--- config.mk ---
export PLATFORM = sky130hd
export DESIGN_NAME = spi_xfer_ctrl
export DESIGN_NICKNAME = d
export VERILOG_FILES = /design/src/rtl/spi_pkg.sv /design/src/rtl/ratio_clk.sv /design/src/rtl/spi_xfer_ctrl.sv
export SDC_FILE = /design/constraint.sdc
export NUM_CORES = 1
export LEC_CHECK = 0
export BUFFER_PORTS_ARGS = -buffer_cell sky130_fd_sc_hd__buf_4
export CAP_MARGIN = 20
export CORE_MARGIN = 8
export CORE_UTILIZATION = 29
export DETAILED_ROUTE_END_ITERATION = 8
export GPL_TIMING_DRIVEN = 0
export MAX_ROUTING_LAYER = met4
export PLACE_DENSITY = 0.56
export SLEW_MARGIN = 5
export SYNTH_ARGS = -nofsm -noshare
export SYNTH_HDL_FRONTEND = slang
export SYNTH_SLANG_ARGS = --single-unit
--- constraint.sdc ---
create_clock -name clk_i -period 4 [get_ports clk_i]
set_input_delay 0.2 -clock clk_i [delete_from_list [all_inputs] [get_ports clk_i]]
set_output_delay 0.2 -clock clk_i [all_outputs]
set_load 0.02 [all_outputs]
--- src/rtl/spi_pkg.sv ---
// Shared definitions for the SPI transfer sequencer: FSM states, SPI mode
// encodings and edge-count helper.
package spi_pkg;

  typedef enum logic [1:0] {
    ST_IDLE  = 2'd0,
    ST_SETUP = 2'd1,
    ST_XFER  = 2'd2,
    ST_HOLD  = 2'd3
  } spi_state_e;

  // Mode number encoded as {cpol, cpha}
  localparam logic [1:0] SPI_MODE0 = 2'b00;
  localparam logic [1:0] SPI_MODE1 = 2'b01;
  localparam logic [1:0] SPI_MODE2 = 2'b10;
  localparam logic [1:0] SPI_MODE3 = 2'b11;

  function automatic int unsigned last_edge_idx(input int unsigned data_width);
    return 2 * data_width - 1;
  endfunction

endpackage

--- src/rtl/ratio_clk.sv ---
// Power-of-two clock divider: ratio_clk_o toggles every 2^ratio_i enabled
// cycles; dropping en_i clears the counter but holds the output level.
module ratio_clk #(
  parameter int RATIO_GRADE = 3
) (
  input  logic                   clk_i,
  input  logic                   arst_n_i,
  input  logic                   en_i,
  input  logic [RATIO_GRADE-1:0] ratio_i,
  output logic                   ratio_clk_o
);

  localparam int CW = 1 << RATIO_GRADE;
  localparam logic [CW-1:0] ONE = CW'(1);

  logic [CW-1:0] r_cnt;
  logic [CW-1:0] w_limit;

  assign w_limit = (ONE << ratio_i) - ONE;

  always_ff @(posedge clk_i or negedge arst_n_i) begin
    if (!arst_n_i) begin
      r_cnt       <= '0;
      ratio_clk_o <= 1'b0;
    end else if (!en_i) begin
      r_cnt <= '0;
    end else if (r_cnt == w_limit) begin
      r_cnt       <= '0;
      ratio_clk_o <= ~ratio_clk_o;
    end else begin
      r_cnt <= r_cnt + ONE;
    end
  end

endmodule

--- src/rtl/spi_xfer_ctrl.sv ---
// SPI transfer sequencer: divider toggles act as SCLK half-period events that
// step chip-select, SCLK, MOSI shifting and MISO sampling for one word.
module spi_xfer_ctrl
  import spi_pkg::*;
#(
  parameter int DATA_WIDTH  = 8,
  parameter int RATIO_GRADE = 3
) (
  input  logic                   clk_i,
  input  logic                   arst_n_i,
  input  logic                   start_i,
  input  logic                   abort_i,
  input  logic [DATA_WIDTH-1:0]  tx_data_i,
  input  logic                   cpol_i,
  input  logic                   cpha_i,
  input  logic                   lsb_first_i,
  input  logic [RATIO_GRADE-1:0] ratio_i,
  output logic                   busy_o,
  output logic                   done_o,
  output logic [DATA_WIDTH-1:0]  rx_data_o,
  output logic                   spi_sck_o,
  output logic                   spi_cs_n_o,
  output logic                   spi_mosi_o,
  input  logic                   spi_miso_i
);

  localparam int CNT_WIDTH = $clog2(2 * DATA_WIDTH + 1);
  localparam logic [CNT_WIDTH-1:0] LAST_EDGE = CNT_WIDTH'(last_edge_idx(DATA_WIDTH));

  spi_state_e             r_state, w_next;
  logic [DATA_WIDTH-1:0]  r_tx, r_rx;
  logic [CNT_WIDTH-1:0]   r_edge;
  logic [RATIO_GRADE-1:0] r_ratio;
  logic                   r_cpol, r_cpha, r_lsb, r_started, r_div_d;
  logic                   w_div, w_en, w_tick, w_start, w_step, w_xfer_step;
  logic                   w_finish, w_sample, w_drive, w_lead, w_cpha0, w_cpha1;
  logic [1:0]             w_mode;

  ratio_clk #(.RATIO_GRADE(RATIO_GRADE)) u_div (
    .clk_i       (clk_i),
    .arst_n_i    (arst_n_i),
    .en_i        (w_en),
    .ratio_i     (r_ratio),
    .ratio_clk_o (w_div)
  );

  assign w_en        = (r_state != ST_IDLE);
  assign busy_o      = w_en;
  assign w_tick      = w_div ^ r_div_d;
  assign w_start     = (r_state == ST_IDLE) && start_i && !abort_i;
  assign w_step      = w_tick && w_en && !abort_i;
  assign w_xfer_step = w_step && (r_state == ST_XFER);
  assign w_finish    = w_step && (r_state == ST_HOLD);
  assign w_mode      = {r_cpol, r_cpha};
  assign w_cpha0     = (w_mode == SPI_MODE0) || (w_mode == SPI_MODE2);
  assign w_cpha1     = (w_mode == SPI_MODE1) || (w_mode == SPI_MODE3);
  assign w_lead      = ~r_edge[0];
  assign w_sample    = w_xfer_step && (w_lead ? w_cpha0 : w_cpha1);
  // No drive after the final trailing edge in cpha=0: the last bit must stay put
  assign w_drive     = w_xfer_step && (w_lead ? w_cpha1 : (w_cpha0 && (r_edge != LAST_EDGE)));

  always_ff @(posedge clk_i or negedge arst_n_i) begin
    if (!arst_n_i) begin
      r_state <= ST_IDLE;
      r_div_d <= 1'b0;
    end else begin
      r_state <= w_next;
      r_div_d <= w_div;
    end
  end

  always_comb begin
    w_next = r_state;
    if (abort_i) begin
      w_next = ST_IDLE;
    end else begin
      case (r_state)
        ST_IDLE:  if (start_i) w_next = ST_SETUP;
        ST_SETUP: if (w_tick) w_next = ST_XFER;
        ST_XFER:  if (w_tick && (r_edge == LAST_EDGE)) w_next = ST_HOLD;
        ST_HOLD:  if (w_tick) w_next = ST_IDLE;
        default:  w_next = ST_IDLE;
      endcase
    end
  end

  always_ff @(posedge clk_i or negedge arst_n_i) begin
    if (!arst_n_i) begin
      done_o     <= 1'b0;
      rx_data_o  <= '0;
      spi_sck_o  <= 1'b0;
      spi_cs_n_o <= 1'b1;
      spi_mosi_o <= 1'b0;
      r_tx       <= '0;
      r_rx       <= '0;
      r_edge     <= '0;
      r_ratio    <= '0;
      r_cpol     <= 1'b0;
      r_cpha     <= 1'b0;
      r_lsb      <= 1'b0;
      r_started  <= 1'b0;
    end else begin
      done_o <= 1'b0;
      if (abort_i) begin
        spi_cs_n_o <= 1'b1;
        spi_sck_o  <= r_started ? r_cpol : cpol_i;
      end else if (w_start) begin
        r_cpol     <= cpol_i;
        r_cpha     <= cpha_i;
        r_lsb      <= lsb_first_i;
        r_ratio    <= ratio_i;
        r_started  <= 1'b1;
        spi_cs_n_o <= 1'b0;
        spi_sck_o  <= cpol_i;
        if (cpha_i) begin
          r_tx <= tx_data_i;
        end else begin
          r_tx       <= lsb_first_i ? (tx_data_i >> 1) : (tx_data_i << 1);
          spi_mosi_o <= lsb_first_i ? tx_data_i[0] : tx_data_i[DATA_WIDTH-1];
        end
      end else begin
        if ((r_state == ST_IDLE) && !r_started) spi_sck_o <= cpol_i;
        if (w_step && (r_state == ST_SETUP)) r_edge <= '0;
        if (w_xfer_step) begin
          spi_sck_o <= ~spi_sck_o;
          r_edge    <= r_edge + CNT_WIDTH'(1);
        end
        if (w_sample) begin
          r_rx <= r_lsb ? {spi_miso_i, r_rx[DATA_WIDTH-1:1]} : {r_rx[DATA_WIDTH-2:0], spi_miso_i};
        end
        if (w_drive) begin
          spi_mosi_o <= r_lsb ? r_tx[0] : r_tx[DATA_WIDTH-1];
          r_tx       <= r_lsb ? (r_tx >> 1) : (r_tx << 1);
        end
        if (w_finish) begin
          spi_cs_n_o <= 1'b1;
          rx_data_o  <= r_rx;
          done_o     <= 1'b1;
        end
      end
    end
  end

endmodule
==> results of run 1 <==
-- per-layer routing --
metal / track usage / wire [um] / vias up
li1: - / - / 1021
met4: 0.0213 / 29 / 0
met3: 0.0216 / 144 / 4
met5: - / 0 / -
met2: 0.151 / 2720 / 30
met1: 0.133 / 3120 / 1004
-- through the flow --
stage	util	cell area (um^2)	hold WS, ns	cells
2_1_floorplan	-	2820	-0.0956	266
5_1_grt	0.345	3310	0.0985	436
4_1_cts	0.345	3310	0.100	436
3_5_place_dp	0.333	3200	0.286	427
3_3_place_gp	0.333	3200	0.283	427
6_report	0.345	3310	0.118	436
-- sequential cells by signal, indices dropped and copies added, names as in the netlist --
| name | count |
|---|---|
| r_rx | 8 |
| r_tx | 8 |
| rx_data_o | 8 |
| u_div.r_cnt | 8 |
| r_edge | 5 |
| r_ratio | 3 |
| r_state | 2 |
| done_o | 1 |
| r_cpha | 1 |
| r_cpol | 1 |
| r_div_d | 1 |
| r_lsb | 1 |
| r_started | 1 |
| spi_cs_n_o | 1 |
| spi_mosi_o | 1 |
| spi_sck_o | 1 |
| u_div.ratio_clk_o | 1 |
-- worst max-delay path by stage --
stage / cells past startpoint / endpoint / startpoint
after floorplan: 7 / r_tx[3] / r_state[0]
after global placement: 7 / r_tx[6] / r_state[0]
after detailed placement: 7 / r_tx[5] / r_state[0]
after CTS: 7 / r_tx[5] / r_state[0]
after global routing: 6 / r_tx[5] / r_state[0]
final: 7 / r_tx[5] / r_state[0]
-- area by class of cell --
type | count | area, um^2 | share of cell area
well taps | 133 | 166 | 0.0503
repair buffers | 29 | 220 | 0.0666
plain buffers | 14 | 77.6 | 0.0234
multi-input cells | 188 | 1400 | 0.422
clock buffers | 6 | 82.6 | 0.0250
clock inverters | 2 | 17.5 | 0.00530
flip-flops and latches | 52 | 1300 | 0.394
inverters | 12 | 45.0 | 0.0136
-- cells by family after synthesis --
family	share of synthesized area
buffers and inverters	0.0435
AOI/OAI and AO/OA	0.131
xor gates and xnor gates	0.0310
adders and majority gates	0.0355
muxes	0.173
DFF	0.462
and+or+nand+nor	0.124
-- Yosys cell counts (all sizes together), types with 4 or more instances --
cell type / count
a211oi: 7
a21oi: 25
buf: 4
clkbuf: 10
dfrtp: 51
ha: 8
inv: 12
mux2: 22
mux2i: 24
nand2: 16
nand3: 6
nor2: 26
nor3: 9
o21ai: 9
xnor2: 6
xor2: 4
-- critical path, cell delays in order, from the launching register on --
cell and delay, ns:
dfrtp_1 0.39, inv_1 0.09, ha_1 0.32, nor3_4 0.32
nand2_2 0.16, o21ai_1 0.27, buf_2 0.28, mux2_2 0.37
-- cells in the final DEF, fill, tap and decap left out, types with 2 or more instances in the layout --
cell,instances
o31ai_1,2
inv_6,2
xor2_1,4
nand2_1,14
dfrtp_1,51
a211oi_1,6
o21ai_0,8
a21oi_1,25
nor2_1,25
buf_4,29
mux2i_1,24
xnor2_1,6
clkbuf_8,7
inv_1,12
nor3_1,8
a31oi_1,2
ha_1,8
buf_2,2
nand3_1,6
nand2_2,2
clkbuf_1,8
and3_1,3
mux2_2,22
-- power breakdown --
part           switching, uW  internal [uW]
clock                    185            145
sequential               128            670
combinational            419            391
==> flow_summary_export.csv, run 1 <==
group,metric,value,unit
clock_tree,cts_tree,"done",
sta,finalClockSkew,0.00458,ns
hold_path,min_path_type,"in2reg",
place,dpl.hpwl,4.41,mm
cells_and_area,areaGrowthSynthToFinish,17.3,%
grt,grt_usage,0.0994,
clock_tree,hold_buffers,1,
clock_tree,postCtsSetupRepairBufs,0,
logic_synthesis,syn_inst,266,
logic_synthesis,ys_seq_area_frac,0.462,
grt,grt_start_max_net_pins,53,
logic_synthesis,syn_area,0.00282,mm^2
sta,fin_tns_setup,0,ns
cells_and_area,drive_above_1_share,0.248,
cells_and_area,antennaDiodeCount,0,
hold_path,whs_endpoint,"r_ratio[2]",
logic_synthesis,avgSynthCellArea,10.6,um^2
floorplan,start_util,0.294,
clock_tree,cts_buffers,5,
floorplan,core_area,0.00959,mm^2
sta,setup_violations,0,
place,dp_worst_setup_slack,1.66,ns
sta,maxSlewHeadroom,0.558,
sta,fin_crit,2.33,ns
sta,min_period_over_period,0.582,
logic_synthesis,yosys_warnings,0,
route,post_drt_via_cell_ratio,4.72,
logic_synthesis,ys_top_cells_by_area,"dfrtp_1 (45%), mux2_2 (8.8%), mux2i_1 (8.5%), a21oi_1 (4.4%), ha_1 (3.5%)",
floorplan,pin_count,32,
flow_run,cap_viol_max_count,0,
floorplan,die_w,115,um
logic_synthesis,synth_ff_type,"dfrtp_1",
grt,grt_pass1_wl,10.3,mm
clock_tree,cts_resized,0,
setup_path,worstReg2RegStart,"r_state[0]",
clock_tree,clock-sinks,52,
place,io_buffers,28,
route,drcViolationCount,0,
setup_path,start_kind,"register",
power_and_ir_drop,p_total,1940,uW
place,gp_congestion,0.735,
power_and_ir_drop,vdd_drop_max,0.251,mV
route,drtIter0Drc,88,
sta,hold_viol_final,0,
route,post_drt_wl_per_cell,13.8,um
clock_tree,insertion_delay,0.30,ns
hold_path,whs_path_depth,2,
power_and_ir_drop,p_leak,0.00150,uW
route,finalWirelength,6.01,mm
route,num_vias,2059,
grt,antenna_found_initial,0,
sta,rsz0062_at_grt,"no",
sta,slew_viol_final,0,
logic_synthesis,ys_types,48,
sta,finalWorstSetupSlack,1.67,ns
sta,worstMarginPinSlew,0.663,ns
clock_tree,htreeDepth,2,
cells_and_area,fin_nets,329,
route,drtPass1Iterations,4,
setup_path,worstPathArrival,2.52,ns
setup_path,endpoint_kind,"register",
setup_path,reg2regPathDepth,7,
grt,grt_pass1_vias,2106,
grt,grt_overflow,0,
logic_synthesis,synth-edff-count,0,
clock_tree,path_clk_slew,0.10,ns
hold_path,holdCritStartpoint,"ratio_i[2]",
power_and_ir_drop,powerDensity,586,mW/mm^2
clock_tree,cts_root_buf,"clkbuf_8",
floorplan,rows,36,
setup_path,required,4.19,ns
floorplan,die_area,0.0131,mm^2
route,ant_nets,0,
run_status,outcome,"completed",
logic_synthesis,synth_top_area_frac,0.452,
setup_path,crit_fanout,10,
logic_synthesis,async_flop_share,1.00,
setup_path,path_class,"reg2reg",
logic_synthesis,synth_top_area_cell,"dfrtp_1",
logic_synthesis,mappedNetlistNets,293,
clock_tree,clk_path_buf_depth,2,
sta,timing.fmax,0.430,GHz
floorplan,die_y,115,um
setup_path,r2r_end,"r_tx[5]",
cells_and_area,fillers,971,
logic_synthesis,ys_ff_latch,52,
setup_path,reg2reg_slack,1.67,ns
Power figures use the tool's default switching activity.
==> inputs of run 2 (changes only) <==
Settings changed: PLACE_DENSITY 0.56 to 0.58.
Clock period 4 ns to 1.9 ns, I/O delays scaled along.
==> run 2 against run 1 <==
Total power grew 130%. Clock power grew 130%. Largest power group unchanged. Sequential share of layout area shrank 3.2 points. Cell count is 5.3% higher. Worst setup slack got worse by 1.6 ns.
==> flow_summary_export.csv, run 2 (synthesis results as in run 1) <==
group,metric,value,unit
clock_tree,clock-sinks,52,
floorplan,pin_count,32,
power_and_ir_drop,power_switching,1620,uW
setup_path,endpoint_kind,"register",
place,dpl.hpwl,4.35,mm
setup_path,required,2.13,ns
power_and_ir_drop,seq_power_share,0.374,
clock_tree,insertion_delay,0.30,ns
flow_run,cap_viol_max_count,0,
floorplan,rows,36,
sta,finalClockSkew,0.00796,ns
floorplan,start_util,0.294,
clock_tree,htreeDepth,2,
floorplan,core_area,0.00959,mm^2
grt,grt_pass1_vias,2232,
clock_tree,cts_root_buf,"clkbuf_8",
cells_and_area,areaGrowthSynthToFinish,27.7,%
power_and_ir_drop,comb_power_share,0.459,
sta,slew_viol_final,0,
route,num_vias,2155,
sta,maxSlewHeadroom,0.559,
route,drtIter0Drc,69,
floorplan,die_area,0.0131,mm^2
route,wl_met3,176,um
place,placed_cells,427,
cells_and_area,final_util,0.376,
route,post_drt_wl_per_cell,13.9,um
cells_and_area,antennaDiodeCount,0,
clock_tree,clk_path_buf_depth,2,
power_and_ir_drop,pwr-share-clk,0.167,
route,drtPass1Iterations,4,
cells_and_area,final_cells,459,
route,finalWirelength,6.37,mm
route,wl_met2,2.88,mm
hold_path,min_path_type,"in2reg",
route,post_drt_via_cell_ratio,4.69,
place,io_buffers,28,
sta,rsz0062_at_grt,"yes",
grt,antenna_found_initial,0,
sta,fin_crit,1.86,ns
power_and_ir_drop,p_leak,0.00167,uW
grt,grt_usage,0.102,
sta,worstMarginPinSlew,0.662,ns
route,ant_nets,0,
power_and_ir_drop,p_int,2880,uW
route,drcViolationCount,0,
place,gp_congestion,0.770,
cells_and_area,drive_above_1_share,0.350,
setup_path,path_class,"reg2reg",
power_and_ir_drop,vdd_drop_max,0.438,mV
setup_path,start_kind,"register",
clock_tree,cts_tree,"done",
clock_tree,path_clk_slew,0.10,ns
setup_path,crit_fanout,6,
grt,grt_pass1_wl,10.6,mm
route,top_layer_used,"met4",
cells_and_area,layout_commonest_cell,"dfrtp_1",
sta,min_period_over_period,0.979,
route,met1_length,3.23,mm
floorplan,die_y,115,um
clock_tree,cts_buffers,5,
cells_and_area,fin_nets,352,
power_and_ir_drop,switching_share,0.361,
grt,grt_start_max_net_pins,53,
setup_path,worstPathArrival,2.09,ns
cells_and_area,layout_common_cells,"dfrtp_1 (50), buf_4 (49), mux2i_1 (24)",
grt,grt_overflow,0,
sta,setup_violations,0,
floorplan,die_w,115,um
sta,timing.fmax,0.537,GHz
sta,hold_viol_final,0,
run_status,outcome,"completed",
power_and_ir_drop,powerDensity,1250,mW/mm^2
==> run 2: changes by cell type in the layout (fill, tap and decap cells not counted), moves of 4 or more <==
cell	previous run	this run
buf_4	29	49
mux2_4	0	4
mux2_2	22	18
nor2_1	25	21
==> run 2: worst paths after layout <==
path	start	to	slack (ns)	depth (start not counted)
worst min register to register	r_started	r_started	0.50	2
worst min-delay path	ratio_i[0]	r_ratio[0]	0.02	2
worst max register to register	r_state[1]	r_rx[0]	0.04	8
min in group asynchronous	arst_n_i	r_edge[2]	0.38	2
max in group asynchronous	arst_n_i	r_ratio[0]	1.07	2
worst max-delay path	r_state[1]	r_rx[0]	0.04	8
==> run 2: final cells by class <==
cell class / count / area [um^2]
Clock buffer: 6 / 72.6
Timing Repair Buffer: 52 / 394
Clock inverter: 2 / 35.0
Fill cell: 956 / 5990
Multi-Input combinational cell: 188 / 1500
Sequential cell: 52 / 1300
Buffer: 14 / 91.3
Tap cell: 133 / 166
Inverter: 12 / 45.0
==> run 2: through the flow <==
stage / hold WS [ns] / instance area, um^2 / setup WS [ns] / total power, uW / setup TNS, ns
after floorplan: -0.201 / 2840 / 0.00150 / 3000 / 0
after global placement: 0.183 / 3210 / -0.218 / 3380 / -3.84
after detailed placement: 0.184 / 3210 / -0.259 / 3440 / -4.54
after CTS: 0.0132 / 3460 / 0.00304 / 4340 / 0
after global routing: 0.0230 / 3600 / -0.0476 / 4840 / -0.331
final: 0.0227 / 3600 / 0.0393 / 4500 / 0
==> run 2: metal layers <==
| layer | vias up | track usage |
|---|---|---|
| li1 | 1056 | - |
| met1 | 1055 | 0.129 |
| met2 | 34 | 0.160 |
| met3 | 10 | 0.0206 |
| met4 | 0 | 0.0337 |
| met5 | - | - |
==> run 2: worst max-delay path, cell delays in order, from the launching register on <==
cell       delay, ns
dfrtp_1         0.41
inv_2           0.07
ha_4            0.19
nor3_4          0.25
nand2_4         0.12
a2111oi_4       0.37
buf_4           0.22
nor2_1          0.05
a21oi_1         0.11
==> run 2: power by group through the flow <==
stage / Clock (uW) / Sequential [uW] / Combinational (uW)
4_1_cts: 775 / 1670 / 1900
5_1_grt: 817 / 1720 / 2300
3_5_place_dp: 0 / 1700 / 1740
6_report: 750 / 1680 / 2060
2_1_floorplan: 0 / 1670 / 1330
3_3_place_gp: 0 / 1690 / 1700
==> run 2: repair_timing <==
| item | 4_1_cts | 5_1_grt |
|---|---|---|
| cloned | 1 | 0 |
| setup endpoints to repair | 31 | 35 |
| hold buffers | 1 | 0 |
| setup buffers | 12 | 10 |
| resized for setup | 8 | 19 |
| pin swaps | 8 | 11 |
| endpoints found under the hold margin | 51 | 0 |
==> inputs of run 3 (changes only) <==
Settings changed: SYNTH_HIERARCHICAL set to 1.
==> run 3 against run 2 <==
The run now ends with negative setup slack left. Global-route usage grew 0.43 points. Clock skew is 0.0022 ns lower. Synthesized area is 2.7% higher. Clock power grew 18%. Critical path depth shrank 1. Worst setup slack got worse by 0.058 ns. Utilization decreased by 0.24 points. Largest cell class unchanged.
==> flow_summary_export.csv, run 3 <==
group,metric,value,unit
run_status,outcome,"complete, but fails checks",
run_status,failed_checks,"negative setup slack",
clock_tree,cts_tree,"done",
sta,slew_viol_final,0,
cells_and_area,fin_nets,356,
sta,setup_violations,8,
route,drtPass1Iterations,4,
setup_path,crit_fanout,5,
clock_tree,path_clk_slew,0.10,ns
cells_and_area,design_area,0.00363,mm^2
floorplan,pin_count,32,
place,gp_congestion,0.764,
hold_path,min_path_type,"in2reg",
floorplan,rows,36,
setup_path,cpLargestDelayFamily,"simple AND/OR/NAND/NOR gates",
cells_and_area,final_cells,463,
sta,finalClockSkew,0.00575,ns
sta,hold_viol_final,0,
logic_synthesis,ys_top_cells_by_area,"dfrtp_1 (44%), mux2_2 (7.4%), mux2i_1 (7.3%), nand2_1 (5.7%), ha_1 (3.0%)",
cells_and_area,drive_above_1_share,0.303,
place,place_area,0.00329,mm^2
logic_synthesis,synth_ff_type,"dfrtp_1",
clock_tree,clk_path_buf_depth,2,
route,ant_nets,0,
clock_tree,htreeDepth,2,
route,num_vias,2217,
logic_synthesis,synth.most_common_cell,"dfrtp_1",
power_and_ir_drop,vdd_drop_max,0.421,mV
floorplan,core_area,0.00973,mm^2
logic_synthesis,synth-edff-count,0,
logic_synthesis,synth-adder-area-share,0.0302,
grt,antenna_found_initial,0,
setup_path,worstPathArrival,2.11,ns
route,drtIter0Drc,94,
logic_synthesis,yosys_warnings,6,
setup_path,start_kind,"register",
flow_run,cap_viol_max_count,0,
cells_and_area,final_util,0.373,
sta,timing.fmax,0.521,GHz
logic_synthesis,async_flop_share,1.00,
cells_and_area,layout_commonest_cell,"dfrtp_1",
logic_synthesis,yosys.area_share.simple,0.164,
place,io_buffers,29,
clock_tree,clock-sinks,52,
logic_synthesis,synth_common_cells,"dfrtp_1 (51), nand2_1 (44), mux2i_1 (21)",
place,dpl.hpwl,4.56,mm
sta,worstMarginPinSlew,0.667,ns
logic_synthesis,syn_area,0.00290,mm^2
sta,rsz0062_at_grt,"yes",
setup_path,cp_cell_sequence,"ha_4, and3_4, ha_4, nor3b_4, o2111ai_4, nand2_4, mux2_4",
setup_path,cp_common_cell,"ha_4",
floorplan,die_w,116,um
setup_path,slowest_delay,0.43,ns
setup_path,path_class,"reg2reg",
cells_and_area,layout_common_cells,"dfrtp_1 (50), nand2_1 (44), buf_4 (38)",
route,drcViolationCount,0,
logic_synthesis,ys_ff_latch,52,
setup_path,required,2.09,ns
sta,fin_crit,1.92,ns
logic_synthesis,synth_top_area_cell,"dfrtp_1",
logic_synthesis,mappedNetlistNets,308,
logic_synthesis,synthMuxAreaShare,0.146,
grt,grt_usage,0.106,
logic_synthesis,yosys.area_share.xor_xnor,0.0358,
sta,maxSlewHeadroom,0.555,
sta,finalWorstSetupSlack,-0.0188,ns
setup_path,crit_slowest_cell,"dfrtp_2",
clock_tree,cts_buffers,5,
logic_synthesis,synth_compound_area_frac,0.130,
logic_synthesis,ys_types,51,
power_and_ir_drop,powerDensity,1190,mW/mm^2
clock_tree,insertion_delay,0.30,ns
route,post_drt_via_cell_ratio,4.79,
grt,grt_pass1_vias,2199,
logic_synthesis,avgSynthCellArea,10.3,um^2
floorplan,start_util,0.298,
grt,grt_overflow,0,
clock_tree,cts_root_buf,"clkbuf_8",
place,placed_cells,444,
logic_synthesis,synth_top_area_frac,0.440,
logic_synthesis,syn_inst,282,
grt,grt_start_max_net_pins,53,
floorplan,die_area,0.0135,mm^2
route,finalWirelength,6.61,mm
setup_path,path_buf_inv,0,
floorplan,die_y,116,um
cells_and_area,antennaDiodeCount,0,
grt,grt_pass1_wl,11.1,mm
cells_and_area,areaGrowthSynthToFinish,25.2,%
route,post_drt_wl_per_cell,14.3,um
logic_synthesis,ys_seq_area_frac,0.449,
power_and_ir_drop,p_leak,0.00172,uW
sta,min_period_over_period,1.01,
setup_path,endpoint_kind,"register",
logic_synthesis,synth_top_family_by_area,"simple AND/OR/NAND/NOR gates",
## run 3: cell types whose count changed after synthesis, moves of 4 or more
cell	delta
nor3_1	-6
clkbuf_1	-6
a21oi_1	-16
nand2_1	+30
inv_1	-4
nor2_1	-11
nand3_1	+4
buf_2	+5
o21ai_0	+8
o211a_1	+5
a211oi_1	-5
## run 3: kinds of logic (layout without fill, tap and decap cells)
family                   after synthesis  after routing
flip-flops                            52             52
multiplexers                          40             40
AND/OR/NAND/NOR                       96             97
AO/OA/AOI/OAI                         53             53
adder cells (fa/ha/maj)                7              7
XOR/XNOR                              11             11
buffers and inverters                 23             70
## run 3: per-layer routing
metal,global-route usage,wire length (um)
met4,0.0354,148
met5,-,0
met3,0.0229,198
met1,0.134,3130
met2,0.166,3140
## run 3: what timing repair did
item / CTS / global route
hold buffers: 5 / 0
pin swaps: 7 / 9
hold endpoints to repair: 55 / 0
endpoints found under the setup margin: 25 / 17
buffers inserted: 4 / 4
cloned: 1 / 0
gates resized for setup: 14 / 7
## run 3: layout make-up
| cell class | instances | area, um^2 |
|---|---|---|
| Clock buffer | 5 | 68.8 |
| Tap cell | 133 | 166 |
| Multi-Input combinational cell | 208 | 1580 |
| Sequential cell | 52 | 1300 |
| Clock inverter | 2 | 60.1 |
| Buffer | 14 | 95.1 |
| Fill cell | 978 | 6100 |
| Timing Repair Buffer | 41 | 324 |
| Inverter | 8 | 30.0 |
## run 3: metrics by stage
step	setup TNS, ns	setup WS [ns]	power, uW	hold WS [ns]
after floorplan	0	0.00118	2830	-0.201
after detailed placement	-1.81	-0.180	3260	0.186
after global routing	-0.674	-0.0914	4630	0.0844
final	-0.100	-0.0188	4330	0.0739
after CTS	-0.746	-0.0979	4300	0.0716
after global placement	-1.17	-0.145	3220	0.189
## run 3: worst register-to-register path: stages (launching register included)
cell,delay [ns]
dfrtp_2,0.43
ha_4,0.16
and3_4,0.18
ha_4,0.16
nor3b_4,0.20
o2111ai_4,0.18
nand2_4,0.18
mux2_4,0.32
## run 3: report_power, final
part	total (uW)	switching, uW	internal [uW]	leakage [uW]
clock network	887	368	519	0.0000642
registers	1630	263	1370	0.000681
logic	1810	928	886	0.000976
## run 3: worst paths after layout
check | startpoint | to | slack [ns] | cells past startpoint
min in group asynchronous | arst_n_i | u_div/r_cnt[7] | 0.37 | 2
max in group asynchronous | arst_n_i | r_edge[0] | 1.05 | 2
max reg2reg | r_edge[0] | r_tx[6] | -0.02 | 7
min | abort_i | r_state[0] | 0.07 | 2
max | r_edge[0] | r_tx[6] | -0.02 | 7
min reg2reg | r_cpol | r_cpol | 0.48 | 2
